File: config.mk
export PLATFORM = sky130hd
export DESIGN_NAME = bus_sequencer
export DESIGN_NICKNAME = d
export VERILOG_FILES = /design/src/rtl/bus_pkg.sv /design/src/rtl/seq_onehot.sv /design/src/rtl/bus_sequencer.sv
export SDC_FILE = /design/constraint.sdc
export NUM_CORES = 1
export LEC_CHECK = 0
export ABC_AREA = 1
export CAP_MARGIN = 10
export CORE_MARGIN = 2
export CORE_UTILIZATION = 39
export DETAILED_ROUTE_END_ITERATION = 10
export HOLD_SLACK_MARGIN = 0.02
export PLACE_DENSITY = 0.9
export SETUP_SLACK_MARGIN = 0.4
export SYNTH_ARGS = -nofsm -noshare
export SYNTH_HDL_FRONTEND = slang
export SYNTH_SLANG_ARGS = --single-unit
File: constraint.sdc
create_clock -name clock -period 2.1 [get_ports clock]
set_clock_uncertainty 0.05 [all_clocks]
set_input_delay 0.42 -clock clock [delete_from_list [all_inputs] [get_ports clock]]
set_output_delay 0.42 -clock clock [all_outputs]
set_load 0.05 [all_outputs]
File: src/rtl/bus_pkg.sv
// Shared definitions for the single-bus CPU control sequencer.
//   - Bus resource indices (bus_src / bus_dst bit positions).
//   - Instruction opcode values.
//   - Control-step state enumeration.
//   - Small opcode classification helpers.
package bus_pkg;

  localparam int NUM_SRC = 24;

  // Bus resource indices; general registers R0..R15 occupy indices 0..15.
  localparam logic [4:0] SRC_R0     = 5'd0;
  localparam logic [4:0] SRC_HI     = 5'd16;
  localparam logic [4:0] SRC_LO     = 5'd17;
  localparam logic [4:0] SRC_ZHI    = 5'd18;
  localparam logic [4:0] SRC_ZLO    = 5'd19;
  localparam logic [4:0] SRC_PC     = 5'd20;
  localparam logic [4:0] SRC_MDR    = 5'd21;
  localparam logic [4:0] SRC_INPORT = 5'd22;
  localparam logic [4:0] SRC_C      = 5'd23;

  // Opcodes (ir[31:27])
  localparam logic [4:0] OP_LD   = 5'b00000;
  localparam logic [4:0] OP_ST   = 5'b00001;
  localparam logic [4:0] OP_ADD  = 5'b00011;
  localparam logic [4:0] OP_SUB  = 5'b00100;
  localparam logic [4:0] OP_AND  = 5'b00101;
  localparam logic [4:0] OP_OR   = 5'b00110;
  localparam logic [4:0] OP_ADDI = 5'b01100;
  localparam logic [4:0] OP_HALT = 5'b11011;

  typedef enum logic [3:0] {
    S_IDLE,
    S_F0,
    S_F1,
    S_F2,
    S_E3,
    S_E4,
    S_E5,
    S_E6,
    S_E7,
    S_HALT
  } state_t;

  function automatic logic is_alu_rr(input logic [4:0] op);
    return (op == OP_ADD) || (op == OP_SUB) || (op == OP_AND) || (op == OP_OR);
  endfunction

  function automatic logic is_mem_op(input logic [4:0] op);
    return (op == OP_LD) || (op == OP_ST);
  endfunction

endpackage

File: src/rtl/seq_onehot.sv
// Index-to-one-hot decoder for the 24 bus resources.
//   idx_i : resource index (0..23; 24..31 decode to all zeros)
//   en_i  : when low the output is all zeros
//   vec_o : one-hot drive/capture vector
module seq_onehot
  import bus_pkg::*;
(
  input  logic [4:0]         idx_i,
  input  logic               en_i,
  output logic [NUM_SRC-1:0] vec_o
);

  // Out-of-range indices match no bit, so at most one bit is ever set.
  always_comb begin
    vec_o = '0;
    for (int i = 0; i < NUM_SRC; i++) begin
      vec_o[i] = en_i && (idx_i == 5'(i));
    end
  end

endmodule

File: src/rtl/bus_sequencer.sv
// Control-step FSM owning the shared 32-bit datapath bus of the single-bus CPU.
// Sequences instruction fetch and execution of reg-reg ALU ops, ADDI, LD, ST.
//   clock, reset_n      : rising-edge clock, synchronous active-low reset
//   run                 : permits starting a fetch (sampled in IDLE / at instruction end)
//   ir                  : current instruction register contents
//   mem_ready           : memory completed the current request this cycle
//   bus_src / bus_dst   : one-hot drive select / capture enables (24 resources)
//   mar_in, ir_in, y_in, z_in, inc_pc : datapath capture / ALU controls
//   alu_op              : ALU operation (opcode for reg-reg ALU ops, ADD otherwise)
//   mem_read, mem_write : memory requests, held while waiting for mem_ready
//   halted, illegal     : HALT state flag / one-cycle error pulse
//   step                : debug control-step index (HALT reports 15)
module bus_sequencer
  import bus_pkg::*;
#(
  parameter int MEM_TIMEOUT = 15
) (
  input  logic        clock,
  input  logic        reset_n,
  input  logic        run,
  input  logic [31:0] ir,
  input  logic        mem_ready,
  output logic [23:0] bus_src,
  output logic [23:0] bus_dst,
  output logic        mar_in,
  output logic        ir_in,
  output logic        y_in,
  output logic        z_in,
  output logic        inc_pc,
  output logic [4:0]  alu_op,
  output logic        mem_read,
  output logic        mem_write,
  output logic        halted,
  output logic        illegal,
  output logic [3:0]  step
);

  localparam int CW = $clog2(MEM_TIMEOUT + 1);
  localparam logic [CW-1:0] CNT_LAST = CW'(MEM_TIMEOUT - 1);

  state_t          state_q, state_d;
  logic [CW-1:0]   cnt_q, cnt_d;
  logic            illegal_q, illegal_d;

  logic [4:0] opcode, ra_idx, rb_idx, rc_idx;
  logic       op_alu_rr, op_mem, op_known;
  logic       wait_expired;
  state_t     instr_end;
  logic       unused_imm;

  logic       src_en, dst_en, mdr_cap, illegal_e3;
  logic [4:0] src_idx, dst_idx;
  logic [23:0] dst_vec, mdr_vec;

  assign opcode     = ir[31:27];
  assign ra_idx     = {1'b0, ir[26:23]};
  assign rb_idx     = {1'b0, ir[22:19]};
  assign rc_idx     = {1'b0, ir[18:15]};
  assign unused_imm = ^ir[14:0];

  assign op_alu_rr  = is_alu_rr(opcode);
  assign op_mem     = is_mem_op(opcode);
  assign op_known   = op_alu_rr || op_mem || (opcode == OP_ADDI);

  // run is only honoured at instruction boundaries.
  assign instr_end    = run ? S_F0 : S_IDLE;
  assign wait_expired = !mem_ready && (cnt_q == CNT_LAST);

  // State, wait counter and the registered timeout pulse.
  always_ff @(posedge clock) begin
    if (!reset_n) begin
      state_q   <= S_IDLE;
      cnt_q     <= '0;
      illegal_q <= 1'b0;
    end else begin
      state_q   <= state_d;
      cnt_q     <= cnt_d;
      illegal_q <= illegal_d;
    end
  end

  // Next-state logic. The wait counter is cleared on every transition into a
  // wait state (F1, LD E6, ST E7) and advances once per cycle without mem_ready.
  always_comb begin
    state_d   = state_q;
    cnt_d     = cnt_q;
    illegal_d = 1'b0;
    case (state_q)
      S_IDLE: if (run) state_d = S_F0;
      S_F0: begin
        state_d = S_F1;
        cnt_d   = '0;
      end
      S_F1: begin
        if (mem_ready) begin
          state_d = S_F2;
        end else if (wait_expired) begin
          state_d   = instr_end;
          illegal_d = 1'b1;
        end else begin
          cnt_d = cnt_q + CW'(1);
        end
      end
      S_F2: state_d = S_E3;
      S_E3: begin
        if (opcode == OP_HALT) state_d = S_HALT;
        else if (op_known)     state_d = S_E4;
        else                   state_d = instr_end;
      end
      S_E4: state_d = S_E5;
      S_E5: begin
        if (op_mem) begin
          state_d = S_E6;
          cnt_d   = '0;
        end else begin
          state_d = instr_end;
        end
      end
      S_E6: begin
        if (opcode == OP_ST) begin
          state_d = S_E7;
          cnt_d   = '0;
        end else if (mem_ready) begin
          state_d = S_E7;
        end else if (wait_expired) begin
          state_d   = instr_end;
          illegal_d = 1'b1;
        end else begin
          cnt_d = cnt_q + CW'(1);
        end
      end
      S_E7: begin
        if (opcode != OP_ST || mem_ready) begin
          state_d = instr_end;
        end else if (wait_expired) begin
          state_d   = instr_end;
          illegal_d = 1'b1;
        end else begin
          cnt_d = cnt_q + CW'(1);
        end
      end
      S_HALT: state_d = S_HALT;
      default: state_d = S_IDLE;
    endcase
  end

  // Output decode from the registered state and ir. The only mem_ready-dependent
  // term is the MDR capture on the completing cycle of a read.
  always_comb begin
    src_en     = 1'b0;
    src_idx    = SRC_R0;
    dst_en     = 1'b0;
    dst_idx    = SRC_R0;
    mdr_cap    = 1'b0;
    illegal_e3 = 1'b0;
    mar_in     = 1'b0;
    ir_in      = 1'b0;
    y_in       = 1'b0;
    z_in       = 1'b0;
    inc_pc     = 1'b0;
    alu_op     = OP_ADD;
    mem_read   = 1'b0;
    mem_write  = 1'b0;
    halted     = 1'b0;
    step       = 4'd0;
    case (state_q)
      S_F0: begin
        step    = 4'd0;
        src_en  = 1'b1;
        src_idx = SRC_PC;
        mar_in  = 1'b1;
        inc_pc  = 1'b1;
        z_in    = 1'b1;
      end
      S_F1: begin
        step     = 4'd1;
        src_en   = 1'b1;
        src_idx  = SRC_ZLO;
        dst_en   = 1'b1;
        dst_idx  = SRC_PC;
        mem_read = 1'b1;
        mdr_cap  = mem_ready;
      end
      S_F2: begin
        step    = 4'd2;
        src_en  = 1'b1;
        src_idx = SRC_MDR;
        ir_in   = 1'b1;
      end
      S_E3: begin
        step = 4'd3;
        if (op_known) begin
          src_en  = 1'b1;
          src_idx = rb_idx;
          y_in    = 1'b1;
        end else if (opcode != OP_HALT) begin
          illegal_e3 = 1'b1;
        end
      end
      S_E4: begin
        step = 4'd4;
        if (op_known) begin
          src_en = 1'b1;
          z_in   = 1'b1;
          if (op_alu_rr) begin
            src_idx = rc_idx;
            alu_op  = opcode;
          end else begin
            src_idx = SRC_C;
          end
        end
      end
      S_E5: begin
        step = 4'd5;
        if (op_known) begin
          src_en  = 1'b1;
          src_idx = SRC_ZLO;
          if (op_mem) begin
            mar_in = 1'b1;
          end else begin
            dst_en  = 1'b1;
            dst_idx = ra_idx;
          end
        end
      end
      S_E6: begin
        step = 4'd6;
        if (opcode == OP_ST) begin
          src_en  = 1'b1;
          src_idx = ra_idx;
          dst_en  = 1'b1;
          dst_idx = SRC_MDR;
        end else if (opcode == OP_LD) begin
          mem_read = 1'b1;
          mdr_cap  = mem_ready;
        end
      end
      S_E7: begin
        step = 4'd7;
        if (opcode == OP_ST) begin
          mem_write = 1'b1;
        end else if (opcode == OP_LD) begin
          src_en  = 1'b1;
          src_idx = SRC_MDR;
          dst_en  = 1'b1;
          dst_idx = ra_idx;
        end
      end
      S_HALT: begin
        step   = 4'hF;
        halted = 1'b1;
      end
      default: step = 4'd0;
    endcase
  end

  assign illegal = illegal_q || illegal_e3;

  seq_onehot u_src (.idx_i(src_idx), .en_i(src_en),  .vec_o(bus_src));
  seq_onehot u_dst (.idx_i(dst_idx), .en_i(dst_en),  .vec_o(dst_vec));
  seq_onehot u_mdr (.idx_i(SRC_MDR), .en_i(mdr_cap), .vec_o(mdr_vec));

  // Destinations never include C, so bit 23 stays low.
  assign bus_dst = dst_vec | mdr_vec;

endmodule

==> results.toml, run 1 <==
[floorplan]
io_pins = 102
fp-row-count = 24
die_w_um = 71.1
die_h_um = 71.1
start_util = 0.403

[placed_design]
dp_hpwl_mm = 7.99
portBuffers = 74
finalWeightedCongestion = 0.969

[outcome]
error_line = "[ERROR DPL-0038] Utilization greater than 100%, impossible to legalize"
status = "did not finish"
stop_stage = "clock tree synthesis"

[clock_tree]
ctsResizeCount = 176
numCtsBuffers = 3
postCtsSetupBuffers = 25
htreeDepth = 1
postCtsHoldBufs = 0
cts-root-buf = "clkbuf_8"
cts_sinks = 9
clockBufferDepth = 2

[synthesis]
yosys.cell_types.count = 38
synth-simple-area-share = 0.594
synth_top_area_cell = "nand2_1"
seq_area_frac_synth = 0.103
syn-cell-area_mm2 = 0.00175
synth_top_family_by_area = "simple AND/OR/NAND/NOR gates"
ys_seq_elements = 9
synth.avg_cell_area_um2 = 5.50
synth_compound_area_frac = 0.107
synthXorXnorAreaFrac = 0.00499
synth.area.mux_share = 0
synth_common_cells = "nand2_1 (61), nor2_1 (54), inv_1 (38), nand3_1 (33), nand2_2 (17)"
synth_top_cells_by_area = "nand2_1 (13%), nor2_1 (12%), dfxtp_1 (10%)"
netlist_instances = 319
synth_edf_count = 0
synthAdderAreaFrac = 0.0143
synth.top_cell.area_share = 0.131
synth_ff_type = "dfxtp_1"
async_flop_share = 0
yosys_warnings = 0
yosys.cell_count.top_type = "nand2_1"
==> metrics by stage <==
step,hold slack (ns),setup slack [ns],area [um^2],std cells,utilization
floorplan,0.418,-0.194,2300,330,-
global placement,0.434,-0.880,4020,506,0.922
detailed placement,0.455,-1.01,4020,506,0.922
==> cells by family after synthesis <==
kind of cell | after synthesis
simple gates | 209
buf+inv | 66
compound gates | 31
flops | 9
fa+ha+maj | 2
xor+xnor | 1
other cells | 1
==> inputs of run 2 (changes only) <==
--- a/config.mk
+++ b/config.mk
@@ -8,11 +8,9 @@
 export ABC_AREA = 1
 export CAP_MARGIN = 10
 export CORE_MARGIN = 2
-export CORE_UTILIZATION = 39
+export CORE_UTILIZATION = 25
 export DETAILED_ROUTE_END_ITERATION = 10
-export HOLD_SLACK_MARGIN = 0.02
-export PLACE_DENSITY = 0.9
-export SETUP_SLACK_MARGIN = 0.4
+export PLACE_DENSITY_LB_ADDON = 0.15
 export SYNTH_ARGS = -nofsm -noshare
 export SYNTH_HDL_FRONTEND = slang
 export SYNTH_SLANG_ARGS = --single-unit
==> results.toml, run 2 <==
[clock_tree]
htreeDepth = 1
cts.reportedPaths.clkPinSlew_ns = 0.05
cts_tree = "yes"
cts_sinks = 9
postCtsHoldBufs = 0
clockBufferDepth = 2
clock_latency_ns = 0.23
cts-root-buf = "clkbuf_8"
numCtsBuffers = 3

[synthesis]
synth_edf_count = 0
ys_seq_elements = 9
synth_common_cells = "nand2_1 (61), nor2_1 (54), inv_1 (38), nand3_1 (33), nand2_2 (17)"
synth_top_area_cell = "nand2_1"
netlist_instances = 319
synth_top_cells_by_area = "nand2_1 (13%), nor2_1 (12%), dfxtp_1 (10%)"
yosys.cell_types.count = 38
seq_area_frac_synth = 0.103
synth.avg_cell_area_um2 = 5.50
syn-cell-area_mm2 = 0.00175
synth_ff_type = "dfxtp_1"
async_flop_share = 0
synth.top_cell.area_share = 0.131
yosys.cell_count.top_type = "nand2_1"
yosys_warnings = 0

[final_layout]
final_cells = 605
layout.cells.most_common = "buf_4"
top_regs = "cnt_q x4, state_q x4, illegal_q x1"
multi_input_area_mm2 = 0.00221
syn2layout_area_growth_pct = 190
insertedDiodeCount = 0
n_fill_cell = 426
drive_gt1_frac = 0.680
seq_area_um2 = 195
nets = 548
layout_common_cells = "buf_4 (89), buf_12 (59), nor2_4 (45)"

[timing]
finalHoldViolCount = 0
setup-tns-final_ns = -10.69
fin_ws_ns = -0.392
period_minus_slack_ns = 2.49
drv_slew = 0
fin_crit_sh = 1.19
fmaxAchievable_mhz = 401
finalSetupViolations = 38
rsz0062_at_grt = "yes"

[floorplan]
die-area_mm2 = 0.00770
coreArea_mm2 = 0.00679
die_w_um = 87.8
die_h_um = 87.8
io_pins = 102
start_util = 0.258
fp-row-count = 30

[grt]
grt.met3_usage = 0.0151
grt_pass1_wl_mm = 13.0
grt_max_degree = 12
antenna_found_initial = 0
met2_usage = 0.385
busiest_layer = "met2"
grt_remaining_overflow = 0
met1_usage = 0.259
grtUsageTotal = 0.206
grt_pass1_vias = 2711

[routing]
routed_wl_mm = 9.33
drc = 0
wl_per_cell_um = 15.4
ant_nets = 0
drt_iter0_drc = 130
vias_per_cell = 4.75
first_pass_iters = 4
num_vias = 2871

[worst_setup_path]
crit_chain = "buf_6 > nand2_4 > nor2_8 > nand2_4 > nor2_2 > nor2_4 > nand2_2 > nor2_4 > nand2_4 > nor3_4 > buf_12"
arrival_ns = 2.02
endpoint_kind = "output port"
rr_endpoint = "cnt_q[3]"
path_max_fanout = 5
worstPathRequired_ns = 1.63
reg2regPathDepth = 12
crit_top_cell = "nand2_4"
crit_path_start_kind = "register"
rrSetupSlack_ns = 0.24
r2r-start = "state_q[2]"
crit_path_top_delay_cell = "dfxtp_4"
slowest_delay_ns = 0.36
crit_type = "reg -> out"

[power_and_ir_drop]
finalPower_uw = 1660
ir_worst_vdd_mv = 0.322
power_per_cell_area_mw_per_mm2 = 326
cellLeakagePower_uw = 0.00239

[min_path]
hold_depth = 2
hold_class = "reg -> reg"
worstHoldStart = "cnt_q[3]"
holdPathEnd = "cnt_q[3]"

[placed_design]
portBuffers = 74
dp_hpwl_mm = 6.06
dpl.cell_count = 559
finalWeightedCongestion = 0.917
dp_slack_ns = -0.879

[job]
max_cap_viol_count = 0

[outcome]
status = "complete, but fails checks"
violations = "negative setup slack"
[run 2: cell counts after synthesis]
No cell type changed its count.
[run 2: metal layers]
| metal | up-vias | routed length, um |
|---|---|---|
| met5 | - | 0 |
| met4 | 0 | 256 |
| met3 | 24 | 390 |
| met2 | 101 | 5020 |
| met1 | 1363 | 3660 |
| li1 | 1383 | - |
[run 2: cell families (layout without fill, tap and decap cells)]
| group | after synthesis | in the layout | share of synthesized area |
|---|---|---|---|
| simple gates | 209 | 210 | 0.594 |
| xor+xnor | 1 | 1 | 0.00499 |
| other cells | 1 | 12 | 0.00214 |
| compound gates | 31 | 31 | 0.107 |
| buf+inv | 66 | 244 | 0.175 |
| fa+ha+maj | 2 | 2 | 0.0143 |
| flops | 9 | 9 | 0.103 |
[run 2: timing repair]
action                                  CTS  global route
buffers inserted                         21            22
cloned                                    1             0
pin swaps                                48            60
resized for setup                        82            84
endpoints found under the setup margin   52            44
[run 2: how the worst max path moves through the flow]
stage	start	endpoint	slack (ns)	cells after the start
6_report	state_q[1]	bus_src[3]	-0.39	11
2_1_floorplan	ir[28]	bus_src[11]	-0.21	10
4_1_cts	ir[27]	bus_src[9]	-0.37	13
3_3_place_gp	ir[28]	bus_src[11]	-0.82	12
5_1_grt	state_q[1]	bus_src[13]	-0.48	13
3_5_place_dp	ir[28]	bus_src[11]	-0.88	12
[run 2: cell type report]
| type | count | area share |
|---|---|---|
| Timing Repair Buffer | 189 | 0.451 |
| Multi-Input combinational cell | 256 | 0.434 |
| Inverter | 51 | 0.0445 |
| Sequential cell | 9 | 0.0383 |
| Tap cell | 96 | 0.0236 |
| Clock buffer | 4 | 0.00885 |
[run 2: stage by stage]
| step | cell area, um^2 | hold WS [ns] | util |
|---|---|---|---|
| after CTS | 4610 | 0.456 | 0.679 |
| after floorplan | 2330 | 0.418 | - |
| after detailed placement | 4160 | 0.448 | 0.613 |
| after global placement | 4160 | 0.443 | 0.613 |
| after global routing | 5090 | 0.491 | 0.749 |
| final | 5090 | 0.457 | 0.749 |
[run 2: where the power goes]
part           switching [uW]  internal, uW
logic                     716           547
registers                16.2           178
clock network            69.8           132
total                     802           857
[run 2: worst max-delay path: cells and delay by family, from the launching register on]
kind / cells / cell delay, ns
and+or+nand+nor: 9 / 1.14
DFF: 1 / 0.36
buffers and inverters: 2 / 0.28
Note: power is estimated with default switching activity, not from simulation.
